--- config.mk ---
export PLATFORM = sky130hd
export DESIGN_NAME = busgh_rx
export DESIGN_NICKNAME = d
export VERILOG_FILES = /design/src/rtl/busgh_rx.sv
export SDC_FILE = /design/constraint.sdc
export NUM_CORES = 1
export LEC_CHECK = 0
export ABC_AREA = 1
export CAP_MARGIN = 10
export CORE_MARGIN = 2
export CORE_UTILIZATION = 50
export CTS_BUF_LIST = sky130_fd_sc_hd__clkbuf_4
export DETAILED_ROUTE_END_ITERATION = 10
export PLACE_DENSITY_LB_ADDON = 0.15
export SLEW_MARGIN = 10
export SYNTH_ARGS = -nofsm -noshare
export SYNTH_HDL_FRONTEND = slang
export SYNTH_SLANG_ARGS = --single-unit
--- constraint.sdc ---
create_clock -name clk -period 2 [get_ports clk]
set_input_delay 0.4 -clock clk [delete_from_list [all_inputs] [get_ports clk]]
set_output_delay 0.4 -clock clk [all_outputs]
set_load 0.02 [all_outputs]
--- src/rtl/busgh_rx.sv ---
// G-bus byte receiver with strobe-width/stability checking, FWFT receive FIFO,
// and an H-bus config register using the same strobe qualification.
module busgh_rx #(
  parameter int GDELAY = 4,
  parameter int DEPTH  = 4
) (
  input  logic       clk,
  input  logic       rst,
  input  logic [7:0] g,
  input  logic [2:0] gc,
  input  logic [7:0] h,
  input  logic [2:0] hc,
  output logic [7:0] out_data,
  output logic       out_valid,
  input  logic       out_ready,
  output logic [7:0] cfg,
  output logic       cfg_valid,
  output logic       err_strobe,
  output logic       ovf
);

  localparam int AW = $clog2(DEPTH);
  localparam int CW = $clog2(GDELAY + 1);

  typedef enum logic {GIDLE, GSTB} g_state_t;
  typedef enum logic {HIDLE, HSTB} h_state_t;

  function automatic logic [CW-1:0] sat_inc(input logic [CW-1:0] c);
    return (c >= CW'(GDELAY)) ? CW'(GDELAY) : c + 1'b1;
  endfunction

  logic unused_ctrl;
  assign unused_ctrl = ^{gc[2:1], hc[1:0]};

  g_state_t       g_state, g_state_nxt;
  logic           g_start, g_end, g_legal, g_block, g_mis;
  logic [CW-1:0]  g_cnt;
  logic [7:0]     g_hold;

  h_state_t       h_state, h_state_nxt;
  logic           h_start, h_end, h_legal, h_block, h_mis;
  logic [CW-1:0]  h_cnt;
  logic [7:0]     h_hold;

  logic           vld_p0;
  logic [7:0]     data_p0;

  logic [7:0]     mem [DEPTH];
  logic [AW:0]    wr_ptr, rd_ptr;
  logic           full, empty, pop, wr_en;

  // Strobe decode: a strobe is judged on the cycle it is sampled low
  always_comb begin
    g_state_nxt = g_state;
    g_start     = 1'b0;
    g_end       = 1'b0;
    case (g_state)
      GIDLE: if (gc[0] && !g_block) begin
        g_state_nxt = GSTB;
        g_start     = 1'b1;
      end
      GSTB: if (!gc[0]) begin
        g_state_nxt = GIDLE;
        g_end       = 1'b1;
      end
      default: g_state_nxt = GIDLE;
    endcase
  end

  always_comb begin
    h_state_nxt = h_state;
    h_start     = 1'b0;
    h_end       = 1'b0;
    case (h_state)
      HIDLE: if (hc[2] && !h_block) begin
        h_state_nxt = HSTB;
        h_start     = 1'b1;
      end
      HSTB: if (!hc[2]) begin
        h_state_nxt = HIDLE;
        h_end       = 1'b1;
      end
      default: h_state_nxt = HIDLE;
    endcase
  end

  assign g_legal = g_end && (g_cnt == CW'(GDELAY - 1)) && !g_mis;
  assign h_legal = h_end && (h_cnt == CW'(GDELAY - 1)) && !h_mis;

  // A strobe already high during reset must fall before the path re-arms
  always_ff @(posedge clk) begin
    if (rst) begin
      g_state <= GIDLE;
      h_state <= HIDLE;
      g_block <= gc[0];
      h_block <= hc[2];
    end else begin
      g_state <= g_state_nxt;
      h_state <= h_state_nxt;
      if (!gc[0]) g_block <= 1'b0;
      if (!hc[2]) h_block <= 1'b0;
    end
  end

  always_ff @(posedge clk) begin
    if (g_start) begin
      g_cnt  <= CW'(1);
      g_hold <= g;
      g_mis  <= 1'b0;
    end else if (g_state == GSTB && gc[0]) begin
      g_cnt <= sat_inc(g_cnt);
      if (g != g_hold) g_mis <= 1'b1;
    end
    if (h_start) begin
      h_cnt  <= CW'(1);
      h_hold <= h;
      h_mis  <= 1'b0;
    end else if (h_state == HSTB && hc[2]) begin
      h_cnt <= sat_inc(h_cnt);
      if (h != h_hold) h_mis <= 1'b1;
    end
  end

  // Stage p0: accepted G byte waiting to enter the FIFO
  always_ff @(posedge clk) begin
    if (rst) vld_p0 <= 1'b0;
    else     vld_p0 <= g_legal;
    data_p0 <= g_hold;
  end

  always_ff @(posedge clk) begin
    if (rst) begin
      cfg        <= 8'h00;
      cfg_valid  <= 1'b0;
      err_strobe <= 1'b0;
    end else begin
      err_strobe <= (g_end && !g_legal) || (h_end && !h_legal);
      if (h_legal) begin
        cfg       <= h_hold;
        cfg_valid <= 1'b1;
      end
    end
  end

  // FIFO: a full FIFO still takes a push when the head is popped in the same cycle
  assign empty     = (wr_ptr == rd_ptr);
  assign full      = ((wr_ptr ^ rd_ptr) == {1'b1, {AW{1'b0}}});
  assign out_valid = !empty;
  assign out_data  = mem[rd_ptr[AW-1:0]];
  assign pop       = out_valid && out_ready;
  assign wr_en     = vld_p0 && (!full || pop);

  always_ff @(posedge clk) begin
    if (rst) begin
      wr_ptr <= '0;
      rd_ptr <= '0;
      ovf    <= 1'b0;
    end else begin
      if (wr_en) wr_ptr <= wr_ptr + 1'b1;
      if (pop)   rd_ptr <= rd_ptr + 1'b1;
      if (vld_p0 && full && !pop) ovf <= 1'b1;
    end
  end

  always_ff @(posedge clk) begin
    if (wr_en && !rst) mem[wr_ptr[AW-1:0]] <= data_p0;
  end

endmodule

Word-level counts from Yosys, hierarchy flattened

Memory sizes are Yosys's and may differ from the RTL's. A register that Yosys moved wholly into a read port is not among the register bits.
Index checks and enable logic that the tools add are counted.

Add/subtract/negate cells: 4
Magnitude comparators: 2
Eq/ne operators: 8
Muxes and demuxes: 22
Bitwise logic cells: 3
Reductions and logical operators: 29

Operators by type and width:

| operator            | count |
|---|---|
| $mux 1              | 16 |
| $ne 8x8->1          | 2 |
| $logic_and 1x1->1   | 15 |
| $add 3x1->3 const B | 4 |
| $logic_not 1->1     | 10 |
| $eq 3x2->1 const B  | 2 |
| $ge 3x3->1 const B  | 2 |
| $mux 3              | 2 |
| $mux 2              | 2 |
| $ne 2x2->1 const B  | 2 |
| $pmux 1 s2          | 2 |
| $reduce_and 2->1    | 2 |
| $eq 3x3->1          | 1 |
| $eq 3x3->1 const B  | 1 |
| $xor 3x3->3         | 1 |
| $logic_or 1x1->1    | 2 |
| $not 1->1           | 2 |

Register bits after elaboration: 54
RAM bits: 32
Input port bits: 25
Output and inout port bits: 20
Logic and storage cells: 87
Memories: 1

Memories:

| name | depth | width | rd ports | clocked after memory_dff | write ports | line | source |
|---|---|---|---|---|---|---|---|
| mem  | 4     | 8     | 1        | 1                        | 1           | 48   | `logic [7:0] mem [DEPTH];` |

Logic depth before layout (Yosys ltp)

Gate-level depths: netlist of the first run.

Depth after elaboration: 8
Depth in mapped cells: 9
Depth with buffers taken out: 9

Worst setup path after synthesis of the first run

No wires, ideal clock.

Path kind: register to register
Start point: register rd_ptr[2]
End point: memory mem[0][0], enable pin
Arrival time: 1,249 ps
Required time: 1,629 ps
Path slack: 380 ps
Cell stages (with the launch flop): 6
Buffers on the path: 0
Clock period less this slack: 1,620 ps
Cell sequence: dfxtp_1 > xnor2_1 > nor2_2 > nand2_2 > nand3_1 > nor2_1

Word-level cells in the longest chain between the ends: 8
Elaborated cells on any way between the ends: 11
Those cells by class: eq/ne: 2; mux: 2; bitwise: 1; reduce/logical: 6

Ends and longest elaborated chain:

| what                                                 | line     | source |
|---|---|---|
| start, declared                                      | 49       | `logic [AW:0] wr_ptr, rd_ptr;` |
| start signal, assigned                               | 160      | `if (pop) rd_ptr <= rd_ptr + 1'b1;` |
| $xor 3x3->3 or $eq 3x3->1 (tied branches)            | 147, 146 |  |
| $eq 3x3->1 or $logic_not 1->1 (tied branches)        | 147, 148 |  |
| $logic_not 1->1 or $logic_and 1x1->1 (tied branches) | 151, 150 |  |
| $logic_or 1x1->1 (*)                                 | 151      | `assign wr_en = vld_p0 && (!full \|\| pop);` |
| $logic_and 1x1->1 (*)                                | 151      |  |
| $logic_and 1x1->1 (*)                                | 166      | `if (wr_en && !rst) mem[wr_ptr[AW-1:0]] <= data_p0;` |
| $mux 1 (*)                                           | 166      |  |
| $mux 1 (not written as such) (*)                     | 166      |  |
| end, declared                                        | 48       |  |

Every way passes the cells marked *; elsewhere a longest branch is shown, timed or not.

==> results of run 1 <==
==> kinds of logic (layout without fill, tap and decap cells) <==
group	after synthesis	in the layout
simple gates	114	114
flops	88	88
compound gates	54	54
buf+inv	49	114
xor+xnor	14	14
fa+ha+maj	10	10
==> through the flow <==
stage	cell area [sq um]	utilization, %	cells	hold slack (ps)	power, mW
5_1_grt	4170	61.72	474	434.2	3.629
4_1_cts	4209	62.30	474	415.0	3.510
6_report	4170	61.72	474	411.9	3.453
3_5_place_dp	4063	60.13	458	383.4	2.565
3_3_place_gp	4063	60.13	458	378.0	2.549
2_1_floorplan	3483	-	329	369.0	2.347
==> registers in the layout, summed over array words and instances, names as in the netlist, 3 cells and up, named ones only <==
name	cells
data_p0	8
mem	32
h_cnt	3
rd_ptr	3
g_cnt	3
wr_ptr	3
h_hold	8
g_hold	8
cfg	8
==> path summary, 6_finish.rpt <==
check                               from             endpoint  slack (ps)
setup / recovery                register          out_data[3]         150
hold reg to reg      g_hold[1]$_DFFE_PP_   data_p0[1]$_DFF_P_         410
setup reg to reg  wr_ptr[0]$_SDFFE_PP0P_  mem[0][2]$_DFFE_PP_         430
hold / removal       g_hold[1]$_DFFE_PP_   data_p0[1]$_DFF_P_         410
==> layer usage <==
layer / part of all wire [%] / up-vias / wire [um] / global-route usage, %
met4: 2.1 / 0 / 120 / 8.252
li1: - / 1203 / - / -
met1: 44 / 1031 / 2590 / 19.30
met2: 50 / 37 / 2899 / 28.65
met5: 0 / - / 0 / 0
met3: 3.7 / 12 / 216 / 4.360
==> cell usage in the layout, fill, tap and decap left out, types with 2 or more instances in the layout <==
master           synthesis  routed
nand2_1                 50      50
edfxtp_1                50      50
nor2_1                  45      45
inv_1                   40      39
dfxtp_1                 38      32
clkdlybuf4s50_1          0      31
o21ai_0                 24      23
buf_4                    1      14
a21oi_1                 13      13
xnor2_1                 11      11
ha_1                    10      10
clkbuf_4                 0       9
o22ai_1                  8       8
nand3_1                  8       8
clkbuf_2                 0       7
inv_2                    4       5
dfxtp_2                  0       5
nand2_2                  4       4
a21oi_2                  4       4
inv_6                    0       4
xor2_1                   3       3
o21ai_1                  1       2
nor2_2                   3       2
nor3_2                   2       2
a211oi_1                 2       2
buf_2                    3       2
==> power breakdown <==
group          leakage [nW]  internal [mW]  switching (mW)  total [mW]
clock                0.0726          0.292           0.670       0.963
combinational         0.835          0.188           0.259       0.446
sequential            0.774           1.99          0.0532        2.04
==> Yosys cell counts (all sizes together) <==
cell and instances:
nand2 54, xnor2 11, o22ai 8, clkbuf 1
a21oi 17, nor3 2, ha 10, xor2 3
a211oi 2, a31oi 1, o21ai 25, a21o 1
buf 4, nand3b 1, edfxtp 50, dfxtp 38
inv 44, nand3 9, nor2 48
==> area by class of cell <==
cell class | instances | area [sq um]
fill | 568 | 2586
sequential | 88 | 2272
multi-input combinational | 192 | 1035
timing repair buffer | 54 | 460.4
inverter | 44 | 165.2
tap | 80 | 100.1
clock inverter | 7 | 70.07
clock buffer | 9 | 67.56
==> repair_timing <==
action / 4_1_cts / 5_1_grt
hold buffers: 0 / 0
gates resized for setup: 23 / 16
setup endpoints to repair: 9 / 9
==> results.json, run 1 <==
{
  "worstSetupPathDepth": 5,
  "max_stage_delay_ps": 360,
  "p_leak_nw": 1.682,
  "gp_congestion": 0.7632,
  "grt_pass1_vias": 2216,
  "hpwl_um": 4226,
  "final.min_clock_period_ps": 1848,
  "syn_nets": 364,
  "synth.area.top_cells": "edfxtp_1 43%, dfxtp_1 22%, nand2_1 5.4%",
  "hold_path_class": "register to register",
  "finalCritPeriodShare_pct": 92.40,
  "drive_above_1_share_pct": 16.24,
  "tightestPinTransition_ps": 258.2,
  "p_per_area_nw_per_um2": 828.1,
  "path_buf_inv": 3,
  "rsz0062_at_grt": "false",
  "synth-warning-count": 0,
  "grtUsageTotal_pct": 16.72,
  "numCtsBuffers": 9,
  "setup_violations": 0,
  "reg2reg_depth": 6,
  "fin_nets": 424,
  "synth-seq-cells": 88,
  "drv_slew": 0,
  "io_pins": 45,
  "synth.area.mux_share_pct": 0,
  "tns_ps": 0,
  "cpLargestDelayFamily": "buffers and inverters",
  "endpoint_kind": "output pin",
  "synth_compound_area_share_pct": 8.728,
  "clock_skew_ps": 17.88,
  "outcome": "complete, no violations",
  "htreeDepth": 3,
  "drv_cap": 0,
  "grt_start_max_net_pins": 19,
  "clock_latency_ps": 440,
  "holdPathStages": 0,
  "clkTransAtPathRegs_ps": 150,
  "clockBufferDepth": 2,
  "cts_tree": "done",
  "crit_chain": "inv_1 -> buf_4 -> nor2_1 -> o22ai_1 -> clkbuf_2",
  "synth_cells": 329,
  "drt-wirelength-per-cell_um": 12.29,
  "synth_adder_area_share_pct": 3.592,
  "vdd_drop_max_uv": 431.9,
  "cp_max_fo": 8,
  "drt_first_iter_violations": 109,
  "start_util_pct": 51.56,
  "postRouteAntennaNets": 0,
  "core-area_sq_um": 6756,
  "post-place-ws_ps": 34.43,
  "yosys.area.top_type_share_pct": 43.10,
  "worstPathRequired_ps": 1600,
  "root_buffer": "clkbuf_4",
  "start_kind": "register",
  "worst_path_max_delay_cell": "dfxtp_2",
  "post_drt_via_cell_ratio": 4.816,
  "synth_cell_types": 26,
  "synth_xor_area_share_pct": 3.520,
  "dieArea_sq_um": 7650,
  "grt_antenna_before_repair": 0,
  "syn_to_final_growth_pct": 19.72,
  "vias": 2283,
  "path_class": "register to output pin",
  "yosysTopAreaCell": "edfxtp_1",
  "grt_pass1_wl_um": 9694,
  "route.detailed.drc": 0,
  "wl_um": 5827,
  "grt.overflow.total": 0,
  "die_h_um": 87.47,
  "syn_area_sq_um": 3483,
  "cp.arrival_ps": 1450,
  "slew_headroom_pct": 82.73,
  "post_cts_buffers": 0,
  "finalHoldViolations": 0,
  "num_rows": 30,
  "synth_top_family_by_area": "simple AND/OR/NAND/NOR gates",
  "portBuffers": 40,
  "ys_seq_area_share_pct": 64.94,
  "cts_sinks": 88,
  "fmax_mhz": 541.2,
  "fin_ws_ps": 152.1,
  "die_w_um": 87.47,
  "n_antenna_cell": 0,
  "synthSimpleGateAreaFrac_pct": 13.72,
  "avgSynthCellArea_sq_um": 10.59,
  "first_pass_iters": 4
}
(Power assumes the default switching activity.)
==> run 2: changes to the inputs <==
ABC_AREA = 0   (was 1)
ABC_CLOCK_PERIOD_IN_PS = 2000   (was unset)
==> results.json, run 2 <==
{
  "synth-seq-cells": 88,
  "grt_start_max_net_pins": 17,
  "vias": 1893,
  "dieArea_sq_um": 7454,
  "finalHoldViolations": 0,
  "avgSynthCellArea_sq_um": 14.36,
  "die_w_um": 86.34,
  "numCtsBuffers": 9,
  "grt_pass1_vias": 1876,
  "holdPathStages": 0,
  "finalCritPeriodShare_pct": 98.84,
  "root_buffer": "clkbuf_4",
  "cp.arrival_ps": 1580,
  "synth_cells": 236,
  "syn_nets": 271,
  "core-area_sq_um": 6681,
  "hpwl_um": 3832,
  "setup_violations": 0,
  "met2_usage_pct": 23.50,
  "yosys.cell_count.top_type": "edfxtp_1",
  "drt_first_iter_violations": 107,
  "layout_common_cells": "50 x edfxtp_1, 35 x dfxtp_1, 31 x clkdlybuf4s50_1",
  "netlist_top_cells_count": "50 x edfxtp_1, 38 x dfxtp_1, 25 x nor2_1",
  "worstPathRequired_ps": 1600,
  "busiest_layer": "met2",
  "gp_congestion": 0.8373,
  "path_class": "register to output pin",
  "first_pass_iters": 4,
  "hold_ws_ps": 415.8,
  "n_antenna_cell": 0,
  "clock_latency_ps": 400,
  "io_pins": 45,
  "ys_seq_area_share_pct": 66.74,
  "grt_antenna_before_repair": 0,
  "start_util_pct": 50.73,
  "fin_nets": 333,
  "fin_area_sq_um": 4187,
  "p_per_area_nw_per_um2": 777.0,
  "synth_cell_types": 33,
  "reg2reg_depth": 6,
  "route.detailed.drc": 0,
  "synth.area.top_cells": "edfxtp_1 44%, dfxtp_1 22%, mux4_2 5.3%",
  "post-place-ws_ps": 44.46,
  "fmax_mhz": 505.9,
  "num_rows": 30,
  "synth-edff-count": 50,
  "vdd_drop_max_uv": 526.8,
  "clkTransAtPathRegs_ps": 130,
  "grt_use_met3_pct": 4.762,
  "synth-main-ff-cell": "edfxtp_1",
  "grt_pass1_wl_um": 8818,
  "cp_max_fo": 8,
  "die_h_um": 86.34,
  "synth-warning-count": 0,
  "drv_cap": 0,
  "syn_area_sq_um": 3390,
  "cts_tree": "done",
  "grtUsageTotal_pct": 15.45,
  "largest_reg_flops": 32,
  "p_leak_nw": 1.594,
  "yosysTopAreaCell": "edfxtp_1",
  "hold_path_class": "register to register",
  "drv_slew": 0,
  "tightestPinTransition_ps": 436.4,
  "grt.overflow.total": 0,
  "slew_headroom_pct": 70.66,
  "yosys.area.top_type_share_pct": 44.30,
  "async_reset_ff_share_pct": 0,
  "postLayoutCoreUtil_pct": 62.66,
  "met1_usage_pct": 21.53,
  "clock_skew_ps": 13.92,
  "syn_to_final_growth_pct": 23.51,
  "endpoint_kind": "output pin",
  "fillers": 533,
  "cts_sinks": 88,
  "fin_ws_ps": 23.21,
  "post_drt_via_cell_ratio": 4.943,
  "rsz0062_at_grt": "true",
  "drt-wirelength-per-cell_um": 13.61,
  "postRouteAntennaNets": 0,
  "clockBufferDepth": 2,
  "tns_ps": 0,
  "portBuffers": 40,
  "cts_hold_buf": 0,
  "start_kind": "register",
  "outcome": "complete, no violations",
  "placed_area_sq_um": 3999,
  "htreeDepth": 3,
  "final.min_clock_period_ps": 1977,
  "drive_above_1_share_pct": 18.48,
  "wl_um": 5212,
  "mostFrequentLayoutCell": "edfxtp_1"
}
==> run 2: cell families (layout without fill, tap and decap cells) <==
| group | count (synthesis) | in the layout | synth area share (%) |
|---|---|---|---|
| DFF | 88 | 88 | 66.74 |
| and+or+nand+nor | 54 | 54 | 7.678 |
| AOI/OAI and AO/OA | 24 | 24 | 4.688 |
| xor gates and xnor gates | 23 | 23 | 6.386 |
| muxes | 20 | 20 | 8.859 |
| buffers and inverters | 17 | 84 | 1.956 |
| adders and majority gates | 10 | 10 | 3.691 |
==> run 2: path summary, 6_finish.rpt <==
path	startpoint	slack [ps]	endpoint
worst min register to register	g_hold[0]$_DFFE_PP_	420	data_p0[0]$_DFF_P_
worst max-delay path	register	20	out_data[4]
worst max register to register	rd_ptr[2]$_SDFFE_PP0N_	150	mem[3][4]$_DFFE_PP_
worst min-delay path	g_hold[0]$_DFFE_PP_	420	data_p0[0]$_DFF_P_
==> run 2: final cells by class <==
cell class	instances	area [sq um]	share of cell area [%]
multi-input combinational	131	1065	25.43
timing repair buffer	56	556.8	13.30
clock inverter	7	83.83	2.002
tap	80	100.1	2.391
sequential	88	2268	54.18
clock buffer	9	67.56	1.614
inverter	12	45.04	1.076
==> run 2: stage by stage <==
| step | instances | power, mW |
|---|---|---|
| after floorplan | 236 | 2.191 |
| after global placement | 365 | 2.295 |
| after detailed placement | 365 | 2.306 |
| after CTS | 382 | 3.291 |
| after global routing | 383 | 3.398 |
| final | 383 | 3.253 |
==> run 2: repair_timing <==
action                     CTS  global route
pin swaps                    0             0
setup endpoints to repair    9             9
resized for setup           41            18
hold endpoints to repair     0             0
buffers inserted             1             1
gates cloned                 0             0
==> run 2: critical path, stage by stage (launching register included) <==
cell     delay (ps)
dfxtp_2         370
buf_12          140
mux4_2          520
buf_6           150
==> run 2: power by group <==
part / internal (mW) / switching [mW] / leakage [nW]
Sequential: 1.98 / 0.0485 / 0.772
Combinational: 0.126 / 0.109 / 0.746
Clock: 0.394 / 0.598 / 0.0765
Total: 2.50 / 0.756 / 1.59
==> run 2: metal layers <==
| layer | part of all wire [%] | vias to the layer above |
|---|---|---|
| li1 | - | 968 |
| met1 | 50 | 895 |
| met2 | 46 | 25 |
| met3 | 3.5 | 5 |
| met4 | 0.83 | 0 |
| met5 | 0 | - |
==> run 3: changes to the inputs <==
MAX_ROUTING_LAYER = met4   (was unset)
RECOVER_POWER = 100   (was unset)
==> results.json, run 3 (synthesized netlist as in run 2, its figures left out) <==
{
  "outcome": "complete, no violations",
  "layout_common_cells": "50 x edfxtp_1, 36 x dfxtp_1, 30 x dlygate4sd3_1",
  "clockBufferDepth": 2,
  "start_kind": "register",
  "syn_to_final_growth_pct": 21.89,
  "start_util_pct": 50.73,
  "grtUsageTotal_pct": 15.86,
  "drive_above_1_share_pct": 15.18,
  "htreeDepth": 3,
  "tightestPinTransition_ps": 684.0,
  "grt_start_max_net_pins": 17,
  "wl_um": 5219,
  "multi_input_area_sq_um": 1040,
  "finalCritPeriodShare_pct": 98.75,
  "p_leak_nw": 1.609,
  "power_mw": 3.238,
  "clkTransAtPathRegs_ps": 130,
  "io_pins": 45,
  "core-area_sq_um": 6681,
  "clock_skew_ps": 13.56,
  "cp.arrival_ps": 1570,
  "worstPathRequired_ps": 1600,
  "fin_ws_ps": 25.07,
  "route.detailed.drc": 0,
  "mostFrequentLayoutCell": "edfxtp_1",
  "post_drt_via_cell_ratio": 4.950,
  "p_per_area_nw_per_um2": 783.8,
  "portBuffers": 40,
  "num_rows": 30,
  "rsz0062_at_grt": "true",
  "fin_nets": 333,
  "grt_antenna_before_repair": 0,
  "drt_first_iter_violations": 67,
  "final_cells": 383,
  "first_pass_iters": 4,
  "clock_latency_ps": 400,
  "cts_tree": "done",
  "path_class": "register to output pin",
  "finalHoldViolations": 0,
  "setup_violations": 0,
  "die_h_um": 86.34,
  "vdd_drop_max_uv": 542.8,
  "grt_pass1_vias": 1878,
  "grt.overflow.total": 0,
  "post-place-ws_ps": 44.46,
  "numCtsBuffers": 9,
  "postRouteAntennaNets": 0,
  "dieArea_sq_um": 7454,
  "fillers": 554,
  "cp_max_fo": 8,
  "cts_sinks": 88,
  "placed_cells": 365,
  "register_area_sq_um": 2265,
  "drv_slew": 0,
  "slew_headroom_pct": 53.80,
  "final.min_clock_period_ps": 1975,
  "largest_reg_flops": 32,
  "grt_pass1_wl_um": 8804,
  "fmax_mhz": 506.3,
  "root_buffer": "clkbuf_4",
  "hpwl_um": 3832,
  "r2r_slack_ps": 210,
  "drt-wirelength-per-cell_um": 13.63,
  "vias": 1896,
  "endpoint_kind": "output pin",
  "die_w_um": 86.34,
  "drv_cap": 0,
  "n_antenna_cell": 0,
  "hold_path_class": "register to register",
  "gp_congestion": 0.8502
}
-- run 3: changes by cell type in the layout (fill, tap and decap cells not counted), sizes merged --
cell and change:
buf -7, clkbuf +7, dlygate4sd3 +30, clkdlybuf4s50 -30
-- run 3: metal layers --
metal  up-vias  part of all wire (%)  track usage [%]
met2        23                    46            23.50
met5         -                     0                -
met1       898                    50            21.53
met3         4                   3.0            4.476
li1        971                     -                -
met4         0                  0.65            4.688
-- run 3: final timing paths --
path,from,end,cells past startpoint
max,register,out_data[4],3
min,g_hold[0]$_DFFE_PP_,data_p0[0]$_DFF_P_,0
max reg2reg,rd_ptr[1]$_SDFFE_PP0N_,mem[3][0]$_DFFE_PP_,6
min reg2reg,g_hold[0]$_DFFE_PP_,data_p0[0]$_DFF_P_,0
-- run 3: where the power goes --
part           total (mW)  internal (mW)  switching [mW]
logic               0.220          0.112           0.108
registers            2.03           1.98          0.0485
clock network       0.991          0.394           0.597
total                3.24           2.49           0.753
-- run 3: cell type report --
type	count	share of cell area, %
Clock inverter	7	2.029
Timing Repair Buffer	56	12.84
Inverter	12	1.090
Multi-Input combinational cell	131	25.17
Tap cell	80	2.423
Clock buffer	9	1.635
Sequential cell	88	54.82
-- run 3: worst max-delay path: stages (launching register included) --
cell     delay [ps]
dfxtp_2         370
buf_12          140
mux4_2          520
buf_6           150
-- run 3: timing repair --
action / CTS / global route
setup endpoints to repair: 9 / 9
hold buffers: 0 / 0
gates resized for setup: 41 / 18
setup buffers: 1 / 1
-- run 3: per-stage QoR --
| step | util (%) | TNS [ps] | hold slack, ps | cell area [sq um] |
|---|---|---|---|---|
| finish | 61.84 | 0 | 416.0 | 4131 |
| global route | 61.84 | -242.7 | 431.8 | 4131 |
| CTS | 61.70 | -35.40 | 420.5 | 4123 |
| detailed placement | 59.85 | 0 | 387.7 | 3999 |
| global placement | 59.85 | 0 | 383.4 | 3999 |
| floorplan | - | 0 | 369.0 | 3390 |
